**src/rtl/digital_clock_time_ctrl_if.sv**
```systemverilog
// Tick/button inputs and time/display outputs of the clock time controller.
// Port names follow the controller's own signal names; clock and reset stay outside.
interface digital_clock_time_ctrl_if;
  logic       tick_1hz;
  logic       tick_scan;
  logic       btn_mode;
  logic       btn_inc;
  logic [7:0] hour_bcd;
  logic [7:0] min_bcd;
  logic [7:0] sec_bcd;
  logic [1:0] mode;
  logic       min_pulse;
  logic [5:0] digit_sel;
  logic [3:0] digit_val;
  logic       digit_blank;

  modport master (
    output tick_1hz, tick_scan, btn_mode, btn_inc,
    input  hour_bcd, min_bcd, sec_bcd, mode, min_pulse,
    input  digit_sel, digit_val, digit_blank
  );

  modport slave (
    input  tick_1hz, tick_scan, btn_mode, btn_inc,
    output hour_bcd, min_bcd, sec_bcd, mode, min_pulse,
    output digit_sel, digit_val, digit_blank
  );
endinterface

```
**src/rtl/digital_clock_time_ctrl.sv**
```systemverilog
// HH:MM:SS BCD timekeeper with RUN/SET mode FSM and a 6-digit multiplexed
// 7-seg scan; every output is a register.
module digital_clock_time_ctrl #(
  parameter int HOUR_MAX = 23,
  parameter bit BLINK_EN = 1'b1
) (
  input logic                     fpga_clk,
  input logic                     rst,
  digital_clock_time_ctrl_if.slave bus
);

  localparam logic [7:0] HOUR_MAX_BCD = {4'(HOUR_MAX / 10), 4'(HOUR_MAX % 10)};

  typedef enum logic [1:0] {
    RUN      = 2'd0,
    SET_HOUR = 2'd1,
    SET_MIN  = 2'd2,
    SET_SEC  = 2'd3
  } mode_e;

  mode_e      state_q, state_d;
  logic [7:0] hour_q, hour_d;
  logic [7:0] min_q, min_d;
  logic [7:0] sec_q, sec_d;
  logic       pulse_q, pulse_d;
  logic       blink_q, blink_d;
  logic [2:0] idx_q, idx_d;
  logic [5:0] sel_q, sel_d;
  logic [3:0] val_q, val_d;
  logic       blank_q, blank_d;
  mode_e      digit_field;

  // BCD increment that wraps to 00 once the field reaches max_v.
  function automatic logic [7:0] bcd_inc(input logic [7:0] v, input logic [7:0] max_v);
    if (v == max_v)
      return 8'h00;
    else if (v[3:0] == 4'd9)
      return {v[7:4] + 4'd1, 4'd0};
    else
      return {v[7:4], v[3:0] + 4'd1};
  endfunction

  always_comb begin
    state_d = state_q;
    hour_d  = hour_q;
    min_d   = min_q;
    sec_d   = sec_q;
    pulse_d = 1'b0;
    blink_d = blink_q;
    idx_d   = idx_q;

    if (bus.btn_mode) begin
      case (state_q)
        RUN:      state_d = SET_HOUR;
        SET_HOUR: state_d = SET_MIN;
        SET_MIN:  state_d = SET_SEC;
        default:  state_d = RUN;
      endcase
    end

    // A mode press swallows a concurrent increment; a RUN tick still counts.
    case (state_q)
      RUN: begin
        if (bus.tick_1hz) begin
          sec_d = bcd_inc(sec_q, 8'h59);
          if (sec_q == 8'h59) begin
            pulse_d = 1'b1;
            min_d   = bcd_inc(min_q, 8'h59);
            if (min_q == 8'h59)
              hour_d = bcd_inc(hour_q, HOUR_MAX_BCD);
          end
        end
      end
      SET_HOUR: if (bus.btn_inc && !bus.btn_mode) hour_d = bcd_inc(hour_q, HOUR_MAX_BCD);
      SET_MIN:  if (bus.btn_inc && !bus.btn_mode) min_d = bcd_inc(min_q, 8'h59);
      default:  if (bus.btn_inc && !bus.btn_mode) sec_d = 8'h00;
    endcase

    if (state_q == SET_SEC && bus.btn_mode)
      blink_d = 1'b0;
    else if (bus.tick_1hz)
      blink_d = ~blink_q;

    if (bus.tick_scan)
      idx_d = (idx_q == 3'd5) ? 3'd0 : idx_q + 3'd1;
  end

  genvar gi;
  generate
    for (gi = 0; gi < 6; gi++) begin : g_sel
      assign sel_d[gi] = (idx_q == 3'(gi));
    end
  endgenerate

  always_comb begin
    val_d       = sec_q[3:0];
    digit_field = SET_SEC;
    case (idx_q)
      3'd1: begin val_d = sec_q[7:4];  digit_field = SET_SEC;  end
      3'd2: begin val_d = min_q[3:0];  digit_field = SET_MIN;  end
      3'd3: begin val_d = min_q[7:4];  digit_field = SET_MIN;  end
      3'd4: begin val_d = hour_q[3:0]; digit_field = SET_HOUR; end
      3'd5: begin val_d = hour_q[7:4]; digit_field = SET_HOUR; end
      default: ;
    endcase
    blank_d = BLINK_EN && blink_q && (state_q != RUN) && (state_q == digit_field);
  end

  always_ff @(posedge fpga_clk) begin
    if (rst) begin
      state_q <= RUN;
      hour_q  <= 8'h00;
      min_q   <= 8'h00;
      sec_q   <= 8'h00;
      pulse_q <= 1'b0;
      blink_q <= 1'b0;
      idx_q   <= 3'd0;
      sel_q   <= 6'b000001;
      val_q   <= 4'd0;
      blank_q <= 1'b0;
    end else begin
      state_q <= state_d;
      hour_q  <= hour_d;
      min_q   <= min_d;
      sec_q   <= sec_d;
      pulse_q <= pulse_d;
      blink_q <= blink_d;
      idx_q   <= idx_d;
      sel_q   <= sel_d;
      val_q   <= val_d;
      blank_q <= blank_d;
    end
  end

  assign bus.hour_bcd    = hour_q;
  assign bus.min_bcd     = min_q;
  assign bus.sec_bcd     = sec_q;
  assign bus.mode        = state_q;
  assign bus.min_pulse   = pulse_q;
  assign bus.digit_sel   = sel_q;
  assign bus.digit_val   = val_q;
  assign bus.digit_blank = blank_q;

endmodule

```
**src/flat_wrapper.sv**
```systemverilog
// flat-port wrapper written by rule: the top's interface ports become plain ports
module digital_clock_time_ctrl_flat 
#(
  parameter int HOUR_MAX = 23,
  parameter bit BLINK_EN = 1'b1
)
  (fpga_clk, rst, bus_tick_1hz, bus_tick_scan, bus_btn_mode, bus_btn_inc, bus_hour_bcd, bus_min_bcd, bus_sec_bcd, bus_mode, bus_min_pulse, bus_digit_sel, bus_digit_val, bus_digit_blank);
  digital_clock_time_ctrl_if bus_i ();
  input logic fpga_clk;
  input logic rst;
  input wire logic [$bits(bus_i.tick_1hz)-1:0] bus_tick_1hz;
  input wire logic [$bits(bus_i.tick_scan)-1:0] bus_tick_scan;
  input wire logic [$bits(bus_i.btn_mode)-1:0] bus_btn_mode;
  input wire logic [$bits(bus_i.btn_inc)-1:0] bus_btn_inc;
  output wire logic [$bits(bus_i.hour_bcd)-1:0] bus_hour_bcd;
  output wire logic [$bits(bus_i.min_bcd)-1:0] bus_min_bcd;
  output wire logic [$bits(bus_i.sec_bcd)-1:0] bus_sec_bcd;
  output wire logic [$bits(bus_i.mode)-1:0] bus_mode;
  output wire logic [$bits(bus_i.min_pulse)-1:0] bus_min_pulse;
  output wire logic [$bits(bus_i.digit_sel)-1:0] bus_digit_sel;
  output wire logic [$bits(bus_i.digit_val)-1:0] bus_digit_val;
  output wire logic [$bits(bus_i.digit_blank)-1:0] bus_digit_blank;
  assign bus_i.tick_1hz = bus_tick_1hz;
  assign bus_i.tick_scan = bus_tick_scan;
  assign bus_i.btn_mode = bus_btn_mode;
  assign bus_i.btn_inc = bus_btn_inc;
  assign bus_hour_bcd = bus_i.hour_bcd;
  assign bus_min_bcd = bus_i.min_bcd;
  assign bus_sec_bcd = bus_i.sec_bcd;
  assign bus_mode = bus_i.mode;
  assign bus_min_pulse = bus_i.min_pulse;
  assign bus_digit_sel = bus_i.digit_sel;
  assign bus_digit_val = bus_i.digit_val;
  assign bus_digit_blank = bus_i.digit_blank;
  digital_clock_time_ctrl #(.HOUR_MAX(HOUR_MAX), .BLINK_EN(BLINK_EN)) u_core (.fpga_clk(fpga_clk), .rst(rst), .bus(bus_i));
endmodule
```
**config.mk**
```make
export PLATFORM = sky130hd
export DESIGN_NAME = digital_clock_time_ctrl_flat
export DESIGN_NICKNAME = d
export VERILOG_FILES = /design/src/rtl/digital_clock_time_ctrl_if.sv /design/src/rtl/digital_clock_time_ctrl.sv /design/src/flat_wrapper.sv
export SDC_FILE = /design/constraint.sdc
export NUM_CORES = 1
export LEC_CHECK = 0
export ABC_AREA = 1
export CORE_UTILIZATION = 45
export CTS_CLUSTER_DIAMETER = 40
export CTS_CLUSTER_SIZE = 16
export DETAILED_ROUTE_END_ITERATION = 10
export GPL_TIMING_DRIVEN = 0
export PLACE_DENSITY = 0.82
export SYNTH_ARGS = -nofsm -noshare
export SYNTH_HDL_FRONTEND = slang
export SYNTH_SLANG_ARGS = --single-unit
```
**constraint.sdc**
```tcl
create_clock -name fpga_clk -period 1.65 [get_ports fpga_clk]
set_clock_uncertainty 0.1 [all_clocks]
set_input_delay 0.33 -clock fpga_clk [delete_from_list [all_inputs] [get_ports fpga_clk]]
set_output_delay 0.33 -clock fpga_clk [all_outputs]
set_load 0.01 [all_outputs]
```
Yosys cells after proc, flatten, opt, wreduce, memory -nomap -nowiden
Cells that the tools add are included.
Widths: inputs -> output; s select.
{"block": "totals", "register_bits": 42, "input_bits": 6, "output_inout_bits": 38, "elab_cells": 86}
{"block": "op_classes", "add_sub_neg": 7, "eq_ne": 21, "n_mux": 23, "bitwise": 4, "reduce_logical": 20}
{"operator": "$mux 8", "n": 15}
{"operator": "$pmux 8 s2", "n": 3}
{"operator": "$add 4x1->4 const B", "n": 6}
{"operator": "$pmux 4 s5", "n": 1}
{"operator": "$eq 8x7->1 const B", "n": 2}
{"operator": "$eq 4x4->1 const B", "n": 3}
{"operator": "$eq 8x6->1 const B", "n": 1}
{"operator": "$ne 2x1->1 const B", "n": 4}
{"operator": "$reduce_and 4->1", "n": 2}
{"operator": "$reduce_bool 2->1", "n": 4}
{"operator": "$reduce_or 2->1", "n": 4}
{"operator": "$eq 3x2->1 const B", "n": 2}
{"operator": "$eq 3x3->1 const B", "n": 2}
{"operator": "$pmux 2 s3", "n": 1}
{"operator": "$reduce_and 5->1", "n": 1}
{"operator": "$eq 2x2->1 const B", "n": 2}
{"operator": "$logic_and 1x1->1", "n": 4}
{"operator": "$not 1->1", "n": 4}
{"operator": "$pmux 2 s2", "n": 1}
{"operator": "$add 3x1->3 const B", "n": 1}
{"operator": "$eq 3x1->1 const B", "n": 1}
{"operator": "$logic_not 3->1", "n": 1}
{"operator": "$mux 3", "n": 1}
{"operator": "$ne 3x1->1 const B", "n": 1}
{"operator": "other kinds (8)", "n": 8}

Longest topological paths before layout
Gate-level depths: netlist of run 1.
{"block": "logic_depth", "ltp_word": 7, "ltp_mapped": 12, "depth_no_buf": 12}

Least setup slack after synthesis of run 1
Ideal clock, no wire load.
{"block": "synth_path", "path_type": "register to register", "from": "reg u_core.state_q[0], in the netlist u_core.bus.mode[0]", "to": "reg u_core.sec_q[6], in the netlist u_core.bus.sec_bcd[6]", "setup_ns": 0.070, "t_arrival_ns": 1.557, "required_time_ns": 1.480, "slack_ns": -0.077, "stages_incl_launch_ff": 11, "path_buffers": 1, "period_less_slack_ns": 1.727, "cell_sequence": "dfxtp_1 -> inv_1 -> ha_1 -> buf_6 -> inv_2 -> o21ai_1 -> nor2_4 -> nand2_1 -> nor2_1 -> o21ai_1 -> a21oi_1"}
{"block": "synth_between", "elab_chain_len": 4, "word_cells_on_any_way": 10, "cone_classes": "4 x eq/ne; 1 x mux; 1 x bitwise; 4 x reduce/logical"}
{"element": "start: declaration", "line_no": "digital_clock_time_ctrl.sv:21", "source": "mode_e state_q, state_d;"}
{"element": "start signal: assignment", "line_no": "digital_clock_time_ctrl.sv:122", "source": "state_q <= state_d;"}
{"element": "$eq 2x1->1 / $eq 2x2->1 (equally long branches)", "line_no": "digital_clock_time_ctrl.sv:62", "source": "case (state_q)"}
{"element": "$reduce_or 2->1 (no line)"}
{"element": "$not 1->1 (no line)"}
{"element": "$reduce_and 4->1 (no line)"}
{"element": "end signal: assignment", "line_no": "digital_clock_time_ctrl.sv:114", "source": "sec_q <= 8'h00;"}
{"element": "end signal: assignment", "line_no": "digital_clock_time_ctrl.sv:125", "source": "sec_q <= sec_d;"}
{"element": "end: declaration", "line_no": "digital_clock_time_ctrl.sv:24", "source": "logic [7:0] sec_q, sec_d;"}
Several ways; a longest one is shown, not always the timed one.
A chain may end at the register's enable or synchronous reset.

Worst setup path after layout of run 1
{"block": "layout_path", "from": "reg u_core.sec_q[5], in the netlist u_core.bus.sec_bcd[5]", "to": "reg u_core.hour_q[1], in the netlist u_core.bus.hour_bcd[1]"}
{"block": "layout_between", "elab_chain_len": 3}
{"element": "$eq 8x7->1", "line_no": "digital_clock_time_ctrl.sv:66", "source": "if (sec_q == 8'h59) begin"}
{"element": "$ne 2x1->1 (no line)"}
{"element": "$reduce_and 5->1 (no line)"}
{"element": "end signal: assignment", "line_no": "digital_clock_time_ctrl.sv:123", "source": "hour_q <= hour_d;"}
{"element": "end: declaration", "line_no": "digital_clock_time_ctrl.sv:22", "source": "logic [7:0] hour_q, hour_d;"}
Every way passes these cells.

==> results.toml, run 1 <==
[synthesis]
ys.flop_type = "dfxtp_1"
yosys.area.top_type = "dfxtp_1"
synthesis.area_um2 = 2560
yosysMostFrequentCell = "nand2_1"
syn_avg_cell_area_um2 = 7.35
netlist-cell-type-count = 36
synth_edf_count = 0
yosysWarningCount = 0
synth-seq-cells = 42
synth.area.top_cells = "dfxtp_1 33%, nand2_1 9.0%, ha_1 8.8%"
yosysTopAreaCellShare = 0.329
synth_fp_nets = 372
synth_common_cells = "61 x nand2_1, 47 x inv_1, 47 x nor2_1"
syn_inst = 348
async_flop_share = 0
ys_seq_area_frac = 0.329

[route]
drt-total-wl_mm = 7.14
routed-via-count = 2618
vias_per_cell = 5.23
postRouteAntennaNets = 0
drtPass1Iterations = 5
drt_iter0_markers = 233
wl_per_cell_um = 14.3
drc = 0

[placed_design]
io_buffers = 42
globalplace.congestion = 0.862
dp_hpwl_mm = 4.49
pre_cts_ws_ns = -0.265

[timing]
grt_setup_unrepaired = "yes"
finalCritPeriodShare = 1.04
fin_crit_ns = 1.72
relSlewSlack = 0.655
whs_ns = 0.147
max_freq_mhz = 581
tightest_slew_ns = 0.518
setup_viol = 7
fin_tns_setup_ns = -0.178
final_max_slew_viol_count = 0
fin_ws_ns = -0.0704
final_hold_viol_count = 0

[critical_path]
worstPathMaxFanout = 5
max_stage_delay_ns = 0.34
worstSetupStartpointType = "flip-flop"
worstSetupPathType = "flip-flop to flip-flop"
critPathArrivalTime_ns = 1.82
critPathRequiredTime_ns = 1.75
crit_family = "simple AND/OR/NAND/NOR gates"
cp_num_buf_inv = 2
cpMaxStageDelayCell = "dfxtp_2"
crit_path_end_kind = "flip-flop"
path_cells = "inv_1 -> ha_1 -> nand3_4 -> o21ai_4 -> buf_6 -> nand4_1 -> nand2_1 -> nor2_1"

[pwr]
p_total_mw = 2.70
p_leak_nw = 1.78
p_per_area_nw_per_um2 = 734
ir_drop_v = 0.000493

[floorplan]
die_w_um = 77.4
ios = 44
core_area_um2 = 5510
dieArea_um2 = 5990
die-height_um = 77.4
rows = 27
start_util = 0.464

[global_routing]
grt_pass1_wl_mm = 10.7
grt_pass1_vias = 2315
antenna_found_initial = 0
grt_remaining_overflow = 0
grt_usage = 0.226
grt_max_degree = 14

[final_layout]
fin_nets = 452
fin_util = 0.668
area_delta_synth_final_pct = 44.0
drive_above_1_share = 0.338
antennaDiodeCount = 0

[clock_tree]
clock_latency_ns = 0.31
clk_pin_slew_ns = 0.08
h-tree-depth = 2
cts.path.max_buffers = 2
clock_sinks = 42
cts_buffers = 5
root_buffer = "clkbuf_8"
cts_tree = "built"

[run_status]
outcome = "finished, violations left"
violations = "negative setup slack"

[run]
maxCapViolCount = 0

[min_path]
hp-class = "input pin to flip-flop"
==> worst paths after layout <==
check | startpoint | endpoint | slack [ns] | cells past startpoint
min reg2reg | u_core.bus.sec_bcd[6] | u_core.bus.sec_bcd[6] | 0.37 | 1
max reg2reg | u_core.bus.sec_bcd[5] | u_core.bus.hour_bcd[1] | -0.07 | 8
min | rst | u_core.bus.min_pulse | 0.15 | 2
max | u_core.bus.sec_bcd[5] | u_core.bus.hour_bcd[1] | -0.07 | 8
==> layout by cell type, fill, tap and decap left out, types with 2 or more instances in the layout <==
cell / instances
nand2_1: 52
nor2_1: 43
inv_1: 39
buf_4: 29
dlygate4sd2_1: 22
nand3_1: 19
a21oi_1: 17
nand4_1: 14
clkdlybuf4s50_1: 14
dfxtp_1: 14
dfxtp_4: 14
dfxtp_2: 14
inv_2: 13
nand2_2: 12
ha_1: 11
o21ai_0: 7
nand3_2: 6
buf_6: 6
nor2_4: 6
dlymetal6s2s_1: 6
inv_4: 5
nand2_4: 5
xor2_1: 5
o21ai_1: 5
ha_4: 5
clkbuf_8: 5
o22ai_1: 4
nand3_4: 4
nor2_2: 3
xnor2_1: 3
clkbuf_1: 2
o21ai_4: 2
inv_6: 2
a21oi_2: 2
nor3_1: 2
ha_2: 2
clkinv_2: 2
==> cell type report <==
type	instances	area [µm²]
Fill cell	429	1830
Clock inverter	3	40.0
Tap cell	72	90.1
Multi-Input combinational cell	241	1630
Inverter	59	244
Timing Repair Buffer	74	659
Buffer	5	41.3
Sequential cell	42	911
Clock buffer	5	68.8
==> kinds of logic after synthesis <==
family	count (synthesis)	synth area share
flip-flops	42	0.329
adder cells (fa/ha/maj)	18	0.0881
buffers and inverters	65	0.109
AND/OR/NAND/NOR	172	0.344
AO/OA/AOI/OAI	43	0.102
XOR/XNOR	8	0.0274
==> report_power, final <==
group          leakage (nW)  switching (mW)  internal, mW  total [mW]
clock network        0.0579           0.370         0.445       0.815
registers             0.359          0.0620          1.06        1.13
logic                  1.37           0.431         0.327       0.759
==> worst register-to-register path, stage by stage (launching register included) <==
cell and delay (ns):
dfxtp_2 0.34, inv_1 0.11, ha_1 0.24, nand3_4 0.15, o21ai_4 0.27, buf_6 0.16, nand4_1 0.08, nand2_1 0.10
nor2_1 0.06
==> what timing repair did <==
item / 4_1_cts / 5_1_grt
cloned: 1 / 0
hold buffers: 0 / 0
setup buffers: 10 / 21
pin swaps: 8 / 27
gates resized for setup: 74 / 55
setup endpoints to repair: 50 / 32
==> sequential cells by signal, summed over array words and instances (netlist names) <==
| register | cells |
|---|---|
| u_core.bus.mode | 2 |
| u_core.bus.min_pulse | 1 |
| u_core.bus.sec_bcd | 8 |
| u_core.bus.hour_bcd | 8 |
| u_core.bus.digit_sel | 6 |
| u_core.bus.digit_val | 4 |
| u_core.blink_q | 1 |
| u_core.bus.min_bcd | 8 |
| u_core.idx_q | 3 |
| u_core.bus.digit_blank | 1 |
==> metal layers <==
metal,global-route usage,up-vias,part of all wire
met5,0,-,0
met1,0.273,1215,0.42
met2,0.396,102,0.50
met3,0.0435,22,0.056
li1,-,1279,-
met4,0.0792,0,0.022
==> per-stage QoR <==
stage          instance area, µm²  std cells
2_1_floorplan                2560        348
3_3_place_gp                 3070        462
3_5_place_dp                 3070        462
4_1_cts                      3350        481
5_1_grt                      3680        501
6_report                     3680        501
Power figures use the tool's default switching activity.
==> run 2, diff against run 1 <==
- REMOVE_ABC_BUFFERS: not set -> 1
==> run 2 against run 1 <==
The run still ends with negative setup slack left. Setup slack better by 0.042 ns. Final cell count is 2.4% lower. Maximum frequency up 2.5%. Critical endpoint is now u_core.bus.sec_bcd[7]. First-iteration DRC count is 24% lower.
==> results.toml, run 2 (synthesis results as in run 1) <==
[timing]
max_freq_mhz = 596
finalCritPeriodShare = 1.02
setup_viol = 10
final_max_slew_viol_count = 0
fin_crit_ns = 1.68
grt_setup_unrepaired = "yes"
final_hold_viol_count = 0
relSlewSlack = 0.658
fin_ws_ns = -0.0288
tightest_slew_ns = 0.514
whs_ns = 0.262

[final_layout]
mostFrequentLayoutCells = "52 x nand2_1, 45 x nor2_1, 37 x inv_1"
final_cell_count_no_fill = 489
area_delta_synth_final_pct = 39.5
antennaDiodeCount = 0
fin_nets = 440
drive_above_1_share = 0.309
final_common_cell = "nand2_1"

[floorplan]
die_w_um = 77.4
start_util = 0.464
rows = 27
core_area_um2 = 5510
ios = 44
die-height_um = 77.4
dieArea_um2 = 5990

[route]
postRouteAntennaNets = 0
drtPass1Iterations = 4
wl_per_cell_um = 13.8
routed-via-count = 2574
drt_iter0_markers = 178
drt-total-wl_mm = 6.73
vias_per_cell = 5.26
drc = 0

[min_path]
hp-class = "input pin to flip-flop"
min_path_cells = 2

[critical_path]
cp_common_cell = "inv_4"
worstPathMaxFanout = 5
critPathRequiredTime_ns = 1.78
worstSetupStartpointType = "flip-flop"
worstSetupPathType = "flip-flop to flip-flop"
crit_path_end_kind = "flip-flop"
cpMaxStageDelayCell = "dfxtp_4"
critPathArrivalTime_ns = 1.81
max_stage_delay_ns = 0.39
crit_family = "simple AND/OR/NAND/NOR gates"
rr_worst_depth = 9
worst-path-stages = 9
path_cells = "inv_4 -> ha_4 -> inv_4 -> o21ai_4 -> nor2_4 -> inv_4 -> nor3_4 -> nand3_1 -> o21ai_1"
cp_num_buf_inv = 3

[clock_tree]
h-tree-depth = 2
cts.path.max_buffers = 2
clock_latency_ns = 0.30
cts_buffers = 5
clk_pin_slew_ns = 0.08
root_buffer = "clkbuf_8"
clock_sinks = 42
cts_tree = "built"
cts_hold_buf = 0

[global_routing]
grt_pass1_wl_mm = 10.3
grt_max_degree = 20
antenna_found_initial = 0
grt_remaining_overflow = 0
grt_pass1_vias = 2327
grt_usage = 0.216

[placed_design]
place_inst = 457
io_buffers = 43
dp_hpwl_mm = 4.18
globalplace.congestion = 0.866

[pwr]
ir_drop_v = 0.000492
p_leak_nw = 1.72
p_per_area_nw_per_um2 = 754

[run_status]
outcome = "finished, violations left"
violations = "negative setup slack"

[run]
maxCapViolCount = 0
[run 2: worst paths after layout]
check	slack, ns	start	endpoint
max reg2reg	-0.03	u_core.bus.mode[1]	u_core.bus.sec_bcd[7]
min	0.26	bus_btn_mode	u_core.bus.mode[0]
max	-0.03	u_core.bus.mode[1]	u_core.bus.sec_bcd[7]
min reg2reg	0.41	u_core.blink_q	u_core.bus.digit_blank
[run 2: what timing repair did]
item	CTS	global route
gates cloned	1	0
gates resized for setup	66	56
setup endpoints to repair	57	33
buffers inserted	10	13
pin swaps	3	19
[run 2: routing by layer]
| metal | vias to the layer above | part of all wire | track usage |
|---|---|---|---|
| met5 | - | 0 | 0 |
| met4 | 0 | 0.034 | 0.119 |
| met3 | 24 | 0.061 | 0.0435 |
| met2 | 98 | 0.50 | 0.362 |
| met1 | 1199 | 0.40 | 0.258 |
| li1 | 1253 | - | - |
[run 2: final cells by class]
cell class,instances,area [µm²]
Clock inverter,1,30.0
Clock buffer,7,76.3
Timing Repair Buffer,66,634
Timing Repair inverter,1,7.51
Inverter,59,238
Fill cell,427,1940
Sequential cell,42,896
Tap cell,72,90.1
Multi-Input combinational cell,241,1590
[run 2: power by group]
group	internal, mW	switching [mW]
logic	0.320	0.433
registers	1.07	0.0549
clock network	0.453	0.362
total	1.84	0.850
[run 2: metrics by stage]
stage / instance area [µm²] / worst slack (ns) / TNS (ns) / util / power, mW
after global routing: 3570 / -0.131 / -1.71 / 0.648 / 2.82
after detailed placement: 3020 / -0.827 / -19.77 / 0.549 / 1.70
after global placement: 3020 / -0.796 / -18.83 / 0.549 / 1.68
after CTS: 3310 / 0.000762 / 0 / 0.601 / 2.56
after floorplan: 2500 / -0.206 / -2.46 / - / 1.50
final: 3570 / -0.0288 / -0.145 / 0.648 / 2.69
